**config.mk**
```make
export PLATFORM = sky130hd
export DESIGN_NAME = qam_symbol_serializer
export DESIGN_NICKNAME = d
export VERILOG_FILES = /design/src/rtl/qam_demap_pkg.sv /design/src/rtl/qam_symbol_serializer.sv
export SDC_FILE = /design/constraint.sdc
export NUM_CORES = 1
export LEC_CHECK = 0
export ABC_CLOCK_PERIOD_IN_PS = 2100
export CORE_MARGIN = 2
export CORE_UTILIZATION = 45
export CTS_BUF_LIST = sky130_fd_sc_hd__clkbuf_16
export DETAILED_ROUTE_END_ITERATION = 10
export GPL_TIMING_DRIVEN = 0
export PLACE_DENSITY = 0.7
export SLEW_MARGIN = 10
export SYNTH_ARGS = -nofsm -noshare
export SYNTH_HDL_FRONTEND = slang
export SYNTH_SLANG_ARGS = --single-unit
```
**constraint.sdc**
```tcl
create_clock -name dclk -period 2.1 [get_ports dclk]
set_input_delay 0.315 -clock dclk [delete_from_list [all_inputs] [get_ports dclk]]
set_output_delay 0.315 -clock dclk [all_outputs]
set_load 0.01 [all_outputs]
```
**src/rtl/qam_demap_pkg.sv**
```systemverilog
// Shared definitions for the QAM demapper datapath: default symbol geometry
// and the serializer state encoding.
package qam_demap_pkg;

  localparam int unsigned DATA_W_DEF     = 4;
  localparam int unsigned FRAME_SYMS_DEF = 16;

  typedef enum logic [1:0] {
    IDLE  = 2'd0,
    LOAD  = 2'd1,
    SHIFT = 2'd2
  } state_t;

endpackage

```
**src/rtl/qam_symbol_serializer.sv**
```systemverilog
// Pops demapped symbols from the dual-clock symbol FIFO and shifts them out
// MSB-first over a valid/ready bit stream, marking frames and counting underruns.
module qam_symbol_serializer
  import qam_demap_pkg::*;
#(
  parameter int unsigned DATA_W     = DATA_W_DEF,
  parameter int unsigned FRAME_SYMS = FRAME_SYMS_DEF,
  parameter int unsigned CNT_W      = 16
) (
  input  logic              dclk,
  input  logic              aclr,
  input  logic              rdempty,
  input  logic [DATA_W-1:0] q,
  output logic              rdreq,
  output logic              bit_out,
  output logic              bit_valid,
  input  logic              bit_ready,
  output logic              frame_start,
  output logic [CNT_W-1:0]  underrun_cnt
);

  localparam int unsigned BCW = (DATA_W > 1) ? $clog2(DATA_W) : 1;
  localparam int unsigned SCW = $clog2(FRAME_SYMS);

  state_t            state, state_nxt;
  logic [DATA_W-1:0] sreg;
  logic [BCW-1:0]    bit_cnt;
  logic [SCW-1:0]    sym_cnt, sym_nxt;
  logic              handshake, last_bit, last_acc;

  assign handshake = (state == SHIFT) && bit_ready;
  assign last_bit  = (bit_cnt == BCW'(DATA_W - 1));
  assign last_acc  = handshake && last_bit;
  assign sym_nxt   = (sym_cnt == SCW'(FRAME_SYMS - 1)) ? '0 : sym_cnt + SCW'(1);

  assign bit_out     = sreg[DATA_W-1];
  assign bit_valid   = (state == SHIFT);
  assign frame_start = (state == SHIFT) && (bit_cnt == '0) && (sym_cnt == '0);

  // rdreq is gated by aclr so the FIFO is never popped while held in reset.
  always_comb begin
    state_nxt = state;
    rdreq     = 1'b0;
    case (state)
      IDLE: begin
        if (!rdempty && !aclr) begin
          rdreq     = 1'b1;
          state_nxt = LOAD;
        end
      end
      LOAD: state_nxt = SHIFT;
      SHIFT: begin
        if (last_acc) begin
          if (!rdempty) begin
            rdreq     = 1'b1;
            state_nxt = LOAD;
          end else begin
            state_nxt = IDLE;
          end
        end
      end
      default: state_nxt = IDLE;
    endcase
  end

  always_ff @(posedge dclk or posedge aclr) begin
    if (aclr) begin
      state        <= IDLE;
      sreg         <= '0;
      bit_cnt      <= '0;
      sym_cnt      <= '0;
      underrun_cnt <= '0;
    end else begin
      state <= state_nxt;
      if (state == LOAD) begin
        sreg    <= q;
        bit_cnt <= '0;
      end else if (handshake) begin
        sreg    <= sreg << 1;
        bit_cnt <= last_bit ? '0 : bit_cnt + BCW'(1);
      end
      // Starving with the frame incomplete is one underrun event.
      if (last_acc) begin
        sym_cnt <= sym_nxt;
        if (rdempty && (sym_nxt != '0) && (underrun_cnt != '1))
          underrun_cnt <= underrun_cnt + CNT_W'(1);
      end
    end
  end

endmodule

```
==> impl_metrics.json, run 1 <==
{
  "final_cell_mix": "dfrtp_1 (28), clkdlybuf4s50_1 (25), xnor2_1 (16)",
  "cts_tree": "done",
  "met2_usage": 0.2715,
  "p_int_uw": 1181,
  "final_util": 0.5862,
  "cts_buffer_depth": 2,
  "hp-start": "underrun_cnt[14]",
  "grt_most_used_layer": "met2",
  "status": "finished clean",
  "drt-wirelength-per-cell_um": 13.44,
  "cp-end-kind": "output port",
  "grtUsageMet3": 0.01982,
  "diodes": 0,
  "rr_endpoint": "underrun_cnt[13]",
  "clkPwrFrac": 0.244,
  "coreArea_um2": 3311,
  "gr-usage-all-layers": 0.1575,
  "finalWirelength_mm": 2.957,
  "numCtsBuffers": 3,
  "hold_viol_final": 0,
  "synth_compound_area_frac": 0.1300,
  "slew_viol_final": 0,
  "stdcell_count": 220,
  "crit_fanout": 10,
  "hp-class": "register to register",
  "powerDensity_nw_per_um2": 909.5,
  "fp.dieH_um": 62.51,
  "num_vias": 1198,
  "drt_iter0_drc": 40,
  "p_switching_uw": 584.1,
  "grt_overflow_total": 0,
  "fin_area_um2": 1941,
  "rsz0062_at_grt": "no",
  "antenna_found_initial": 0,
  "grt_pass1_vias": 1137,
  "synthAdderAreaFrac": 0.04062,
  "synth_top_family_by_area": "simple AND/OR/NAND/NOR gates",
  "grt_pass1_wl_mm": 5.016,
  "drive_above_1_share": 0.09770,
  "post-place-cells": 217,
  "ys_types": 34,
  "cap_violations": 0,
  "synthMuxAreaShare": 0.04874,
  "setup_slack_ns": 0.1778,
  "holdPathStages": 1,
  "max-vdd-ir-drop_mv": 0.4401,
  "yosysWarnings": 0,
  "fp.dieArea_um2": 3907,
  "dp_slack_ns": -0.05457,
  "fin_crit_ns": 1.922,
  "drc": 0,
  "avgViaCountPerCell": 5.445,
  "syn-instance-count": 144,
  "slew_headroom": 0.2808,
  "sw_frac_of_total": 0.3309,
  "rr_startpoint": "bit_cnt[0]",
  "ant_nets": 0,
  "synthSimpleGateAreaFrac": 0.1877,
  "total_leakage_power_uw": 0.0008576,
  "worstRegToRegCells": 6,
  "tightest_slew_ns": 1.078,
  "io_buffers": 27,
  "hpwl_mm": 2.185,
  "r2r_slack_ns": 0.25,
  "cts_root_buf": "clkbuf_16",
  "drtPass1Iterations": 4,
  "cts_setup_buffers": 0,
  "skew_ns": 0.002820,
  "start_kind": "register",
  "path_class": "register to output port",
  "grt_max_degree": 29,
  "cts.sinks": 28,
  "htree_levels": 1,
  "start_util": 0.4652,
  "fmax_mhz": 520.2,
  "synth_seq_cells": 28,
  "clock_latency_ns": 0.26,
  "comb_power_share": 0.315,
  "p_seq_frac": 0.441,
  "fin_crit_sh": 0.9153,
  "holdBufCountCts": 0,
  "io_pins": 28,
  "finalPower_uw": 1765,
  "min_to": "underrun_cnt[14]",
  "final_common_cell": "dfrtp_1",
  "post_cts_resize_count": 2,
  "yosysSeqAreaShare": 0.4549,
  "nNetsFinal": 189,
  "place_congestion": 0.8172,
  "netlist_area_um2": 1540,
  "crit_required_ns": 1.78,
  "placed_area_um2": 1868,
  "synth.avg_cell_area_um2": 10.70,
  "clk_pin_slew_ns": 0.07,
  "row_count": 21,
  "syn_nets": 157,
  "area_growth_pct": 26.00,
  "synth-xor-area-share": 0.09098,
  "grtUsageMet1": 0.1967,
  "arrival_ns": 1.61,
  "die_width_um": 62.51,
  "finalSetupViolCount": 0
}
-- sequential cells by signal, summed over array words and instances (netlist names) --
signal / count
state: 2
underrun_cnt: 16
sym_cnt: 4
bit_cnt: 2
sreg: 4
-- logic make-up (layout without fill, tap and decap cells) --
family,Yosys count,count (layout)
and+or+nand+nor,45,45
AOI/OAI and AO/OA,29,29
DFF,28,28
xor gates and xnor gates,16,16
buffers and inverters,14,44
muxes,7,7
adders and majority gates,5,5
-- area by class of cell --
cell class | count | area, µm²
Sequential cell | 28 | 700.7
Timing Repair Buffer | 27 | 267.8
Multi-Input combinational cell | 102 | 767.0
Clock buffer | 3 | 75.07
Fill cell | 312 | 1370
Tap cell | 46 | 57.56
Buffer | 6 | 42.54
Inverter | 8 | 30.03
-- layer usage --
| metal | wire length [µm] | part of all wire |
|---|---|---|
| met1 | 1348 | 0.46 |
| met2 | 1443 | 0.49 |
| met3 | 121 | 0.041 |
| met4 | 44 | 0.015 |
| met5 | 0 | 0 |
-- synth_stat cells, drive strengths merged --
| library cell | instances | area share |
|---|---|---|
| dfrtp | 28 | 0.45 |
| xnor2 | 16 | 0.091 |
| nand2 | 14 | 0.034 |
| o21ai | 11 | 0.038 |
| inv | 8 | 0.019 |
| a21oi | 7 | 0.023 |
| and4 | 6 | 0.034 |
| and3 | 5 | 0.020 |
| ha | 5 | 0.041 |
| nand4 | 5 | 0.024 |
| o2111ai | 5 | 0.028 |
| buf | 4 | 0.023 |
| mux2 | 4 | 0.029 |
| o211ai | 4 | 0.019 |
| mux2i | 3 | 0.019 |
| nand3 | 3 | 0.0097 |
| and2 | 2 | 0.0089 |
| clkbuf | 2 | 0.0049 |
| nand4b | 2 | 0.021 |
| nor2 | 2 | 0.0049 |
| a311oi | 1 | 0.017 |
| and4b | 1 | 0.0073 |
| nand2b | 1 | 0.0041 |
| nand3b | 1 | 0.0049 |
| nor4 | 1 | 0.0041 |
| nor4b | 1 | 0.0057 |
| o22ai | 1 | 0.0041 |
| or3 | 1 | 0.0041 |
-- worst max-delay path, cell delays in order, from the launching register on --
cell and delay, ns:
dfrtp_1 0.36, buf_4 0.17, or3_1 0.37, a21oi_1 0.15, dlygate4sd2_1 0.28
-- per-stage QoR --
step | setup TNS [ns] | hold slack, ns
after floorplan | 0 | 0.3781
after CTS | 0 | 0.4969
after detailed placement | -0.3296 | 0.4843
final | 0 | 0.4900
after global routing | 0 | 0.5159
after global placement | -0.1309 | 0.4746
-- power groups by stage --
stage	sequential [µW]	combinational [µW]	clock, µW
after floorplan	768	384	0
after global placement	777	545	0
after detailed placement	785	566	0
after CTS	776	562	445
after global routing	799	627	465
final	779	555	431
-- how the worst max path moves through the flow --
stage	startpoint	to	slack, ns	cells past startpoint
floorplan	bit_cnt[0]	underrun_cnt[9]	0.44	6
global placement	bit_ready	underrun_cnt[12]	-0.03	6
detailed placement	bit_ready	underrun_cnt[13]	-0.05	6
CTS	state[1]	rdreq	0.17	4
global route	bit_cnt[0]	underrun_cnt[12]	0.12	6
finish	state[1]	rdreq	0.18	4
(Power assumes the default switching activity.)
==> inputs of run 2 (changes only) <==
--- a/config.mk
+++ b/config.mk
@@ -9,6 +9,7 @@
 export CORE_MARGIN = 2
 export CORE_UTILIZATION = 45
 export CTS_BUF_LIST = sky130_fd_sc_hd__clkbuf_16
+export CTS_CLUSTER_SIZE = 20
 export DETAILED_ROUTE_END_ITERATION = 10
 export GPL_TIMING_DRIVEN = 0
 export PLACE_DENSITY = 0.7
==> results of run 2 <==
Final layout, timing and power as in run 1 (identical DEF).
